**src/rtl/inv_factorial_blk_if.sv**
```systemverilog
// Request/result bundle for inv_factorial_blk; out_ovf exists only when
// INV_FACTORIAL_OVF_EN is defined. dbg_state mirrors the FSM state.
interface inv_factorial_blk_if;
  logic [45:0] in_data;
  logic        in_valid;
  logic [3:0]  out_data;
  logic        out_exact;
  logic        out_valid;
  logic        out_busy;
`ifdef INV_FACTORIAL_OVF_EN
  logic        out_ovf;
`endif
  logic [1:0]  dbg_state;

  // Handshake: a request is taken on a rising edge where in_valid=1 and the
  // block is idle; the result is valid while out_valid=1 and holds until the
  // next accepted request, which clears it on the accepting edge.
`ifdef INV_FACTORIAL_OVF_EN
  modport master (output in_data, in_valid,
                  input  out_data, out_exact, out_valid, out_busy, out_ovf, dbg_state);
  modport slave  (input  in_data, in_valid,
                  output out_data, out_exact, out_valid, out_busy, out_ovf, dbg_state);
`else
  modport master (output in_data, in_valid,
                  input  out_data, out_exact, out_valid, out_busy, dbg_state);
  modport slave  (input  in_data, in_valid,
                  output out_data, out_exact, out_valid, out_busy, dbg_state);
`endif
endinterface

```
**src/rtl/inv_factorial_blk.sv**
```systemverilog
// Inverse factorial: finds the largest n <= MAX_N with n! <= T, one multiply
// per cycle. Optional overflow flag under INV_FACTORIAL_OVF_EN.
module inv_factorial_blk #(
  parameter int MAX_N = 15
) (
  input logic                 clk,
  input logic                 reset,
  inv_factorial_blk_if.slave  bus
);

  typedef enum logic [1:0] {
    IDLE   = 2'd0,
    SEARCH = 2'd1,
    DONE   = 2'd2
  } state_t;

  localparam logic [3:0] MAX_I = 4'(MAX_N);

  state_t      state, state_nxt;
  logic [45:0] target;
  logic [45:0] prod;
  logic [3:0]  n;
  logic [3:0]  i;
  logic [49:0] cand;
  logic        cand_le;
  logic        at_cap;

  logic [3:0]  data_q;
  logic        exact_q;
  logic        valid_q;
  logic        busy_q;

  // prod <= T < 2^46 and i <= 15, so the product always fits in 50 bits
  assign cand    = 50'(prod) * 50'(i);
  assign cand_le = (cand <= {4'b0, target});
  assign at_cap  = (i == MAX_I);

  always_comb begin
    state_nxt = state;
    case (state)
      IDLE:    if (bus.in_valid) state_nxt = SEARCH;
      SEARCH:  if (!cand_le || at_cap) state_nxt = DONE;
      DONE:    state_nxt = IDLE;
      default: state_nxt = IDLE;
    endcase
  end

  always_ff @(posedge clk or posedge reset) begin
    if (reset) state <= IDLE;
    else       state <= state_nxt;
  end

  always_ff @(posedge clk or posedge reset) begin
    if (reset) begin
      target  <= '0;
      prod    <= 46'd1;
      n       <= '0;
      i       <= 4'd1;
      data_q  <= '0;
      exact_q <= 1'b0;
      valid_q <= 1'b0;
      busy_q  <= 1'b0;
    end else begin
      case (state)
        IDLE: begin
          if (bus.in_valid) begin
            target  <= bus.in_data;
            prod    <= 46'd1;
            n       <= '0;
            i       <= 4'd1;
            busy_q  <= 1'b1;
            valid_q <= 1'b0;
          end
        end
        SEARCH: begin
          if (cand_le) begin
            prod <= cand[45:0];
            n    <= i;
            i    <= i + 4'd1;
          end
        end
        DONE: begin
          data_q  <= n;
          exact_q <= (prod == target);
          valid_q <= 1'b1;
          busy_q  <= 1'b0;
        end
        default: ;
      endcase
    end
  end

`ifdef INV_FACTORIAL_OVF_EN
  logic capped;
  logic ovf_q;

  // capped remembers that the search stopped on the MAX_N limit, not on cand > T
  always_ff @(posedge clk or posedge reset) begin
    if (reset) begin
      capped <= 1'b0;
      ovf_q  <= 1'b0;
    end else begin
      case (state)
        IDLE: begin
          if (bus.in_valid) begin
            capped <= 1'b0;
            ovf_q  <= 1'b0;
          end
        end
        SEARCH: if (cand_le && at_cap) capped <= 1'b1;
        DONE:   ovf_q <= capped && ((50'(prod) * 50'(MAX_N + 1)) <= {4'b0, target});
        default: ;
      endcase
    end
  end

  assign bus.out_ovf = ovf_q;
`endif

  assign bus.out_data  = data_q;
  assign bus.out_exact = exact_q;
  assign bus.out_valid = valid_q;
  assign bus.out_busy  = busy_q;
  assign bus.dbg_state = state;

endmodule

```
**src/flat_wrapper.sv**
```systemverilog
// flat-port wrapper written by rule: the top's interface ports become plain ports
module inv_factorial_blk_flat 
#(
  parameter int MAX_N = 15
)
  (clk, reset, bus_in_data, bus_in_valid, bus_out_data, bus_out_exact, bus_out_valid, bus_out_busy, bus_dbg_state);
  inv_factorial_blk_if bus_i ();
  input logic clk;
  input logic reset;
  input wire logic [$bits(bus_i.in_data)-1:0] bus_in_data;
  input wire logic [$bits(bus_i.in_valid)-1:0] bus_in_valid;
  output wire logic [$bits(bus_i.out_data)-1:0] bus_out_data;
  output wire logic [$bits(bus_i.out_exact)-1:0] bus_out_exact;
  output wire logic [$bits(bus_i.out_valid)-1:0] bus_out_valid;
  output wire logic [$bits(bus_i.out_busy)-1:0] bus_out_busy;
  output wire logic [$bits(bus_i.dbg_state)-1:0] bus_dbg_state;
  assign bus_i.in_data = bus_in_data;
  assign bus_i.in_valid = bus_in_valid;
  assign bus_out_data = bus_i.out_data;
  assign bus_out_exact = bus_i.out_exact;
  assign bus_out_valid = bus_i.out_valid;
  assign bus_out_busy = bus_i.out_busy;
  assign bus_dbg_state = bus_i.dbg_state;
  inv_factorial_blk #(.MAX_N(MAX_N)) u_core (.clk(clk), .reset(reset), .bus(bus_i));
endmodule
```
**config.mk**
```make
export PLATFORM = sky130hd
export DESIGN_NAME = inv_factorial_blk_flat
export DESIGN_NICKNAME = d
export VERILOG_FILES = /design/src/rtl/inv_factorial_blk_if.sv /design/src/rtl/inv_factorial_blk.sv /design/src/flat_wrapper.sv
export SDC_FILE = /design/constraint.sdc
export NUM_CORES = 1
export LEC_CHECK = 0
export CORE_ASPECT_RATIO = 1.4
export CORE_MARGIN = 2
export CORE_UTILIZATION = 65
export DETAILED_ROUTE_END_ITERATION = 8
export GPL_ROUTABILITY_DRIVEN = 0
export GPL_TIMING_DRIVEN = 0
export PLACE_DENSITY = 0.85
export SLEW_MARGIN = 20
export SYNTH_ARGS = -nofsm -noshare
export SYNTH_HDL_FRONTEND = slang
export SYNTH_SLANG_ARGS = --single-unit
```
**constraint.sdc**
```tcl
create_clock -name clk -period 14.5 [get_ports clk]
set_input_delay 2.175 -clock clk [delete_from_list [all_inputs] [get_ports clk]]
set_output_delay 2.175 -clock clk [all_outputs]
set_load 0.05 [all_outputs]
```
==> results_tabular.tex, run 1 <==
\begin{tabular}{lr}
\hline
Metric & Value \\
\hline
\multicolumn{2}{l}{\textbf{STA}} \\
Number of hold violations in the final report & 0 \\
Fin crit share & 0.619 \\
Fin Clk Skew & 0.0215 ns \\
Final worst setup slack & 5.53 ns \\
Measured slew at the worst slew-check pin & 0.824 ns \\
Headroom to the max-slew limit & 0.451 \\
Worst hold slack & 0.513 ns \\
Finish-stage setup viols & 0 \\
Sum of negative setup slack & 0 ns \\
Max Clock Freq & 112 MHz \\
Post-route minimum period & 8.97 ns \\
Count of pins over their slew limit & 0 \\
RSZ-0062 raised after global routing & false \\
\multicolumn{2}{l}{\textbf{Synth}} \\
Area leader, netlist & sky130\_fd\_sc\_hd\_\_dfrtp\_1 \\
Top cell type's share of synthesized area & 0.219 \\
Register bit total from synthesis & 109 \\
Asr flop ratio synth & 1.00 \\
Syn Inst Count & 1476 \\
Summed instance area of the synthesized netlist & 12200 µm² \\
Share of the yosys chip area belonging to registers & 0.224 \\
Count of flip-flops with a built-in enable after synthesis & 0 \\
Predominant post-synthesis flop cell & sky130\_fd\_sc\_hd\_\_dfrtp\_1 \\
Net count of the mapped netlist & 1714 \\
Distinct cell type count after synthesis & 71 \\
Avg Inst Size Synth & 8.27 µm² \\
Warnings from Yosys & 0 \\
Cells taking the most area after synthesis & sky130\_fd\_sc\_hd\_\_dfrtp\_1, sky130\_fd\_sc\_hd\_\_fa\_1, sky130\_fd\_sc\_hd\_\_ha\_1 \\
\multicolumn{2}{l}{\textbf{Critical path}} \\
Slowest-stage cell, CP & sky130\_fd\_sc\_hd\_\_clkbuf\_1 \\
Max incr delay on CP & 0.60 ns \\
Kind of launch point of the worst setup path & flop \\
Required time at the worst-slack endpoint & 14.80 ns \\
Crit path max fanout & 10 \\
Critical path's most frequent cell & sky130\_fd\_sc\_hd\_\_fa\_1 \\
Endpoint type of the worst setup path & flop \\
Setup CP Type & flop to flop \\
Arrival time of data at the critical path endpoint & 9.27 ns \\
\multicolumn{2}{l}{\textbf{Die}} \\
Placeable core region & 18500 µm² \\
Effective utilization at floorplan & 0.658 \\
Die outline area & 19900 µm² \\
Die outline width & 120 µm \\
Number of placement rows & 59 \\
Die height & 166 µm \\
Count of pins on the block boundary & 58 \\
\multicolumn{2}{l}{\textbf{Route}} \\
DR vias & 11300 \\
Detailed-route DRC error count & 0 \\
Count of nets left with antenna violations after detail routing & 0 \\
Via/cell ratio & 6.30 \\
Number of DRC violations after detailed-routing iteration 0 & 1087 \\
First-pass detailed-route iteration total & 5 \\
Wire length after detailed routing & 37.1 mm \\
Routed WL per cell & 20.7 µm \\
\multicolumn{2}{l}{\textbf{Clock tree}} \\
Clock sink total & 109 \\
\# H-tree levels & 3 \\
Root buffer cell & sky130\_fd\_sc\_hd\_\_clkbuf\_16 \\
Clock tree from TritonCTS & built \\
Number of buffers added to fix hold violations after cts & 0 \\
Maximum count of clock buffers along a single path & 2 \\
Number of CTS-inserted buffers & 9 \\
Post-cts sizing count & 0 \\
Post-CTS setup repair buffer count & 0 \\
Clock transition at the registers of the reported paths & 0.10 ns \\
Worst-Skew Late Latency & 0.39 ns \\
\multicolumn{2}{l}{\textbf{Global routing}} \\
Antenna violations before repair & 0 \\
Combined global-route utilization of all metal layers & 0.385 \\
Pin count of the biggest net entering global routing & 74 \\
GRT Residual Overflow & 0 \\
Wire length of the first global-routing pass & 59.2 mm \\
Via count of the first global-routing pass & 11600 \\
\multicolumn{2}{l}{\textbf{Final layout}} \\
Combined area of the multi-input logic cells & 8350 µm² \\
\# diodes & 0 \\
Most used cells in the layout excluding fill and tap cells & sky130\_fd\_sc\_hd\_\_nand2\_1, sky130\_fd\_sc\_hd\_\_inv\_1, sky130\_fd\_sc\_hd\_\_and2\_1 \\
Most common cell after layout, fill and taps aside & sky130\_fd\_sc\_hd\_\_nand2\_1 \\
Share of post-route cells with drive strength above 1 & 0.0297 \\
Count of non-filler cells in the finished layout & 1794 \\
Sequential Area & 2730 µm² \\
Fill cell count & 1394 \\
Number of nets in the layout & 1783 \\
Signed area change from the synthesized netlist to the final layout & 10.1\% \\
\multicolumn{2}{l}{\textbf{Pwr}} \\
Pwr Density & 112 nW/µm² \\
Static Leakage & 0.00669 µW \\
Largest vdd supply drop & 0.100 mV \\
Total power consumption of the routed design & 1500 µW \\
\multicolumn{2}{l}{\textbf{Placed design}} \\
Place WS & 6.13 ns \\
DP HPWL & 29.0 mm \\
Cell total after placement & 1778 \\
Count of input and output buffers & 57 \\
\multicolumn{2}{l}{\textbf{Run status}} \\
Status & completed \\
\multicolumn{2}{l}{\textbf{Worst hold path}} \\
Worst Hold Class & flop to flop \\
\multicolumn{2}{l}{\textbf{Flow run}} \\
Number of max-cap violations & 0 \\
\hline
\end{tabular}
[kinds of logic after synthesis]
family | share of synthesized area
fa+ha+maj | 0.248
mux | 0.0299
flops | 0.224
simple gates | 0.205
compound gates | 0.140
buf+inv | 0.0921
xor+xnor | 0.0617
[final timing paths]
path,slack [ns],cells after the start,start,endpoint
min in group asynchronous,2.15,2,reset,u_core.target[5]
hold reg to reg,0.51,2,u_core.bus.out_busy,u_core.bus.out_busy
hold / removal,0.51,2,u_core.bus.out_busy,u_core.bus.out_busy
setup / recovery,5.53,28,u_core.i[3],u_core.prod[27]
setup reg to reg,5.53,28,u_core.i[3],u_core.prod[27]
max in group asynchronous,11.62,3,reset,u_core.prod[25]
[power by group]
part / switching, µW / leakage, µW / internal, µW
sequential: 73.1 / 0.00143 / 389
clock: 156 / 0.000157 / 129
combinational: 515 / 0.00510 / 239
[worst max-delay path: cells and delay by family, from the launching register on]
family                     cells  cell delay [ns]
AOI/OAI and AO/OA              8             2.08
DFF                            1             0.39
adders and majority gates      4             1.87
xor gates and xnor gates       1             0.39
buffers and inverters          6             1.70
muxes                          1             0.20
and+or+nand+nor                8             2.20
[metal layers]
layer  GRT usage  wire [µm]
met1       0.441      13100
met2       0.628      17300
met3      0.0642       3010
met4       0.313       3770
met5           0          0
[area by class of cell]
class                   count  area share
clock buffers               9      0.0168
flip-flops and latches    109       0.203
clock inverters             7     0.00754
multi-input cells        1087       0.621
inverters                 215      0.0604
repair buffers             58      0.0445
plain buffers              65      0.0236
well taps                 244      0.0227
[cells in the mapped netlist (all sizes together) (4+ instances only)]
cell type    n
nand4       34
mux2i       32
o211ai       4
nor3        12
fa          88
o31ai        7
buf         16
inv        215
and3         4
xor2        23
and2       133
nand2      232
nor2        30
a221oi       4
a21boi       7
a211oi       4
clkbuf      49
nor2b        8
o21a         7
a21oi       79
mux2         4
a31oi        6
and4         6
a21o        34
nand3       18
nor4         8
nand2b       7
xnor2       63
o21ai       88
o2111ai      4
dfrtp      107
ha         101
[sequential cells by signal, summed over array words and instances, names as in the netlist, 2 cells and up]
signal,count
u_core.prod,46
u_core.target,46
u_core.bus.out_data,4
u_core.i,4
u_core.n,4
u_core.bus.dbg_state,2
[stage by stage]
stage | util | instance area (µm²)
detailed placement | 0.707 | 13100
floorplan | - | 12200
global route | 0.725 | 13400
finish | 0.725 | 13400
CTS | 0.725 | 13400
global placement | 0.706 | 13100
Note: power is estimated with default switching activity, not from simulation.
==> inputs of run 2 (changes only) <==
CORE_UTILIZATION = 57   (was 65)
PLACE_DENSITY = 0.79   (was 0.85)
clock period = 7.7 ns   (was 14.5 ns; I/O delays follow)
==> run 2 against run 1 <==
Effect of this change: core utilization is 8.2 points lower; count of clock-buffer cells in the layout stayed put; total power is 88% higher; cell count is 1.2% higher; die area is 14% higher; flip-flop and latch count stayed put; sequential power is 90% higher; via count is 4.2% lower; worst setup slack worse by 5.4 ns; critical path type unchanged.
==> results_tabular.tex, run 2 (same netlist as run 1, synthesis figures left out) <==
\begin{tabular}{lr}
\hline
Metric & Value \\
\hline
\multicolumn{2}{l}{\textbf{Run status}} \\
Status & completed (unchanged) \\
\multicolumn{2}{l}{\textbf{Final layout}} \\
\# diodes & 0 (unchanged) \\
Most used cells in the layout excluding fill and tap cells & sky130\_fd\_sc\_hd\_\_nand2\_1, sky130\_fd\_sc\_hd\_\_inv\_1, sky130\_fd\_sc\_hd\_\_and2\_1 (unchanged) \\
Fill cell count & 1816 (was 1394) \\
Number of nets in the layout & 1788 (was 1783) \\
Top flop regs & u\_core.prod: 46 flops, u\_core.target: 46 flops (unchanged) \\
Signed area change from the synthesized netlist to the final layout & 11.4\% (was 10.1\%) \\
Count of non-filler cells in the finished layout & 1815 (was 1794) \\
Final design utilization & 0.643 (was 0.725) \\
Share of post-route cells with drive strength above 1 & 0.0495 (was 0.0297) \\
Most common cell after layout, fill and taps aside & sky130\_fd\_sc\_hd\_\_nand2\_1 (unchanged) \\
\multicolumn{2}{l}{\textbf{Die}} \\
Count of pins on the block boundary & 58 (unchanged) \\
Die height & 177 µm (was 166 µm) \\
Placeable core region & 21100 µm² (was 18500 µm²) \\
Die outline area & 22600 µm² (was 19900 µm²) \\
Die outline width & 128 µm (was 120 µm) \\
Effective utilization at floorplan & 0.578 (was 0.658) \\
Number of placement rows & 63 (was 59) \\
\multicolumn{2}{l}{\textbf{Critical path}} \\
Number of buffers and inverters on the critical path & 6 (unchanged) \\
Endpoint type of the worst setup path & flop (unchanged) \\
Crit path max fanout & 10 (unchanged) \\
Required time at the worst-slack endpoint & 8.00 ns (was 14.80 ns) \\
Slowest-stage cell, CP & sky130\_fd\_sc\_hd\_\_fa\_1 (was sky130\_fd\_sc\_hd\_\_clkbuf\_1) \\
Critical path's most frequent cell & sky130\_fd\_sc\_hd\_\_fa\_1 (unchanged) \\
Arrival time of data at the critical path endpoint & 7.92 ns (was 9.27 ns) \\
Beginning of the worst register-to-register path & u\_core.i[1] (was u\_core.i[3]) \\
Max incr delay on CP & 0.56 ns (was 0.60 ns) \\
Worst reg2reg path depth & 26 (was 28) \\
Register-to-register path setup slack & 0.08 ns (was 5.53 ns) \\
Kind of launch point of the worst setup path & flop (unchanged) \\
Setup CP Type & flop to flop (unchanged) \\
Crit-path leading delay family & simple AND/OR/NAND/NOR gates (unchanged) \\
FF-to-FF End & u\_core.n[1] (was u\_core.prod[27]) \\
\multicolumn{2}{l}{\textbf{Route}} \\
Detailed-route DRC error count & 0 (unchanged) \\
Routed WL per cell & 20.3 µm (was 20.7 µm) \\
First-pass detailed-route iteration total & 6 (was 5) \\
DR vias & 10800 (was 11300) \\
Wire length after detailed routing & 36.8 mm (was 37.1 mm) \\
Count of nets left with antenna violations after detail routing & 0 (unchanged) \\
Via/cell ratio & 5.97 (was 6.30) \\
Number of DRC violations after detailed-routing iteration 0 & 890 (was 1087) \\
\multicolumn{2}{l}{\textbf{STA}} \\
Count of pins over their slew limit & 0 (unchanged) \\
Fin Clk Skew & 0.0108 ns (was 0.0215 ns) \\
Max Clock Freq & 131 MHz (was 112 MHz) \\
Measured slew at the worst slew-check pin & 0.943 ns (was 0.824 ns) \\
Post-route minimum period & 7.62 ns (was 8.97 ns) \\
Final worst setup slack & 0.0830 ns (was 5.53 ns) \\
Number of hold violations in the final report & 0 (unchanged) \\
Fin crit share & 0.989 (was 0.619) \\
Headroom to the max-slew limit & 0.372 (was 0.451) \\
Finish-stage setup viols & 0 (unchanged) \\
\multicolumn{2}{l}{\textbf{Flow run}} \\
Number of max-cap violations & 0 (unchanged) \\
\multicolumn{2}{l}{\textbf{Global routing}} \\
Antenna violations before repair & 0 (unchanged) \\
Wire length of the first global-routing pass & 58.1 mm (was 59.2 mm) \\
Pin count of the biggest net entering global routing & 77 (was 74) \\
Via count of the first global-routing pass & 11200 (was 11600) \\
GRT Residual Overflow & 0 (unchanged) \\
Combined global-route utilization of all metal layers & 0.336 (was 0.385) \\
\multicolumn{2}{l}{\textbf{Clock tree}} \\
Clock tree from TritonCTS & built (unchanged) \\
Number of CTS-inserted buffers & 9 (unchanged) \\
Number of buffers added to fix hold violations after cts & 0 (unchanged) \\
\# H-tree levels & 3 (unchanged) \\
Root buffer cell & sky130\_fd\_sc\_hd\_\_clkbuf\_16 (unchanged) \\
Clock transition at the registers of the reported paths & 0.09 ns (was 0.10 ns) \\
Worst-Skew Late Latency & 0.38 ns (was 0.39 ns) \\
Clock sink total & 109 (unchanged) \\
Maximum count of clock buffers along a single path & 2 (unchanged) \\
\multicolumn{2}{l}{\textbf{Worst hold path}} \\
Hold Path Depth & 2 (unchanged) \\
Startpoint of the worst hold path & u\_core.bus.out\_busy (unchanged) \\
Endpoint of the worst hold-timing path & u\_core.bus.out\_busy (unchanged) \\
Worst Hold Class & flop to flop (unchanged) \\
\multicolumn{2}{l}{\textbf{Placed design}} \\
Place WS & -0.565 ns (was 6.13 ns) \\
DP HPWL & 29.1 mm (was 29.0 mm) \\
Cell total after placement & 1794 (was 1778) \\
Count of input and output buffers & 57 (unchanged) \\
\multicolumn{2}{l}{\textbf{Pwr}} \\
Static Leakage & 0.00678 µW (was 0.00669 µW) \\
Largest vdd supply drop & 0.186 mV (was 0.100 mV) \\
Pwr Density & 207 nW/µm² (was 112 nW/µm²) \\
\hline
\end{tabular}
[run 2: cell types whose count changed in the layout (fill, tap and decap cells not counted), moves of 4 or more]
cell                       before  now
sky130_fd_sc_hd__clkbuf_1      49   38
sky130_fd_sc_hd__a21oi_1       79   75
sky130_fd_sc_hd__a21oi_2        0    4
sky130_fd_sc_hd__buf_4          0    6
sky130_fd_sc_hd__clkbuf_4       0    4
[run 2: per-layer routing]
metal / vias up / share of wire / track usage
li1: 4975 / - / -
met3: 192 / 0.064 / 0.0586
met4: 0 / 0.092 / 0.276
met2: 465 / 0.48 / 0.561
met1: 5206 / 0.36 / 0.374
met5: - / 0 / 0
[run 2: tightest hold or removal path, stage by stage (launching register included)]
cell and delay (ns):
sky130_fd_sc_hd__dfrtp_1 0.35, sky130_fd_sc_hd__nand2_1 0.06, sky130_fd_sc_hd__nand2_1 0.06
[run 2: per-stage QoR]
| stage | hold WS (ns) | instance area [µm²] | setup TNS (ns) | power, µW |
|---|---|---|---|---|
| 6_report | 0.499 | 13600 | 0 | 2810 |
| 5_1_grt | 0.526 | 13600 | -0.288 | 2930 |
| 4_1_cts | 0.504 | 13500 | 0 | 2760 |
| 3_5_place_dp | 0.483 | 13100 | -27.69 | 2250 |
| 3_3_place_gp | 0.463 | 13100 | -22.44 | 2210 |
| 2_1_floorplan | 0.462 | 12200 | 0 | 1710 |
[run 2: cell type report]
class / instances / area [µm²] / area share
well taps: 260 / 325 / 0.0239
clock inverters: 7 / 85.1 / 0.00626
plain buffers: 64 / 335 / 0.0247
clock buffers: 9 / 225 / 0.0166
repair buffers: 64 / 643 / 0.0473
flip-flops and latches: 109 / 2730 / 0.201
inverters: 215 / 812 / 0.0597
multi-input cells: 1087 / 8440 / 0.621
[run 2: repair_timing]
item	CTS	global route
endpoints found under the setup margin	56	56
resized for setup	12	30
setup buffers	0	6
pin swaps	0	7
[run 2: worst max-delay path by stage]
stage          depth (start not counted)         from  slack (ns)          end
6_report                              26  u_core.i[1]        0.08  u_core.n[1]
5_1_grt                               29  u_core.i[3]       -0.04  u_core.n[1]
4_1_cts                               29  u_core.i[3]        0.05  u_core.n[1]
3_5_place_dp                          28  u_core.i[3]       -0.56  u_core.n[1]
3_3_place_gp                          28  u_core.i[3]       -0.45  u_core.n[2]
2_1_floorplan                         28  u_core.i[3]        1.50  u_core.i[2]
[run 2: where the power goes]
group	internal [µW]	switching (µW)	leakage, µW
clock	235	269	0.000147
sequential	733	147	0.00142
combinational	469	964	0.00521
total	1440	1380	0.00678
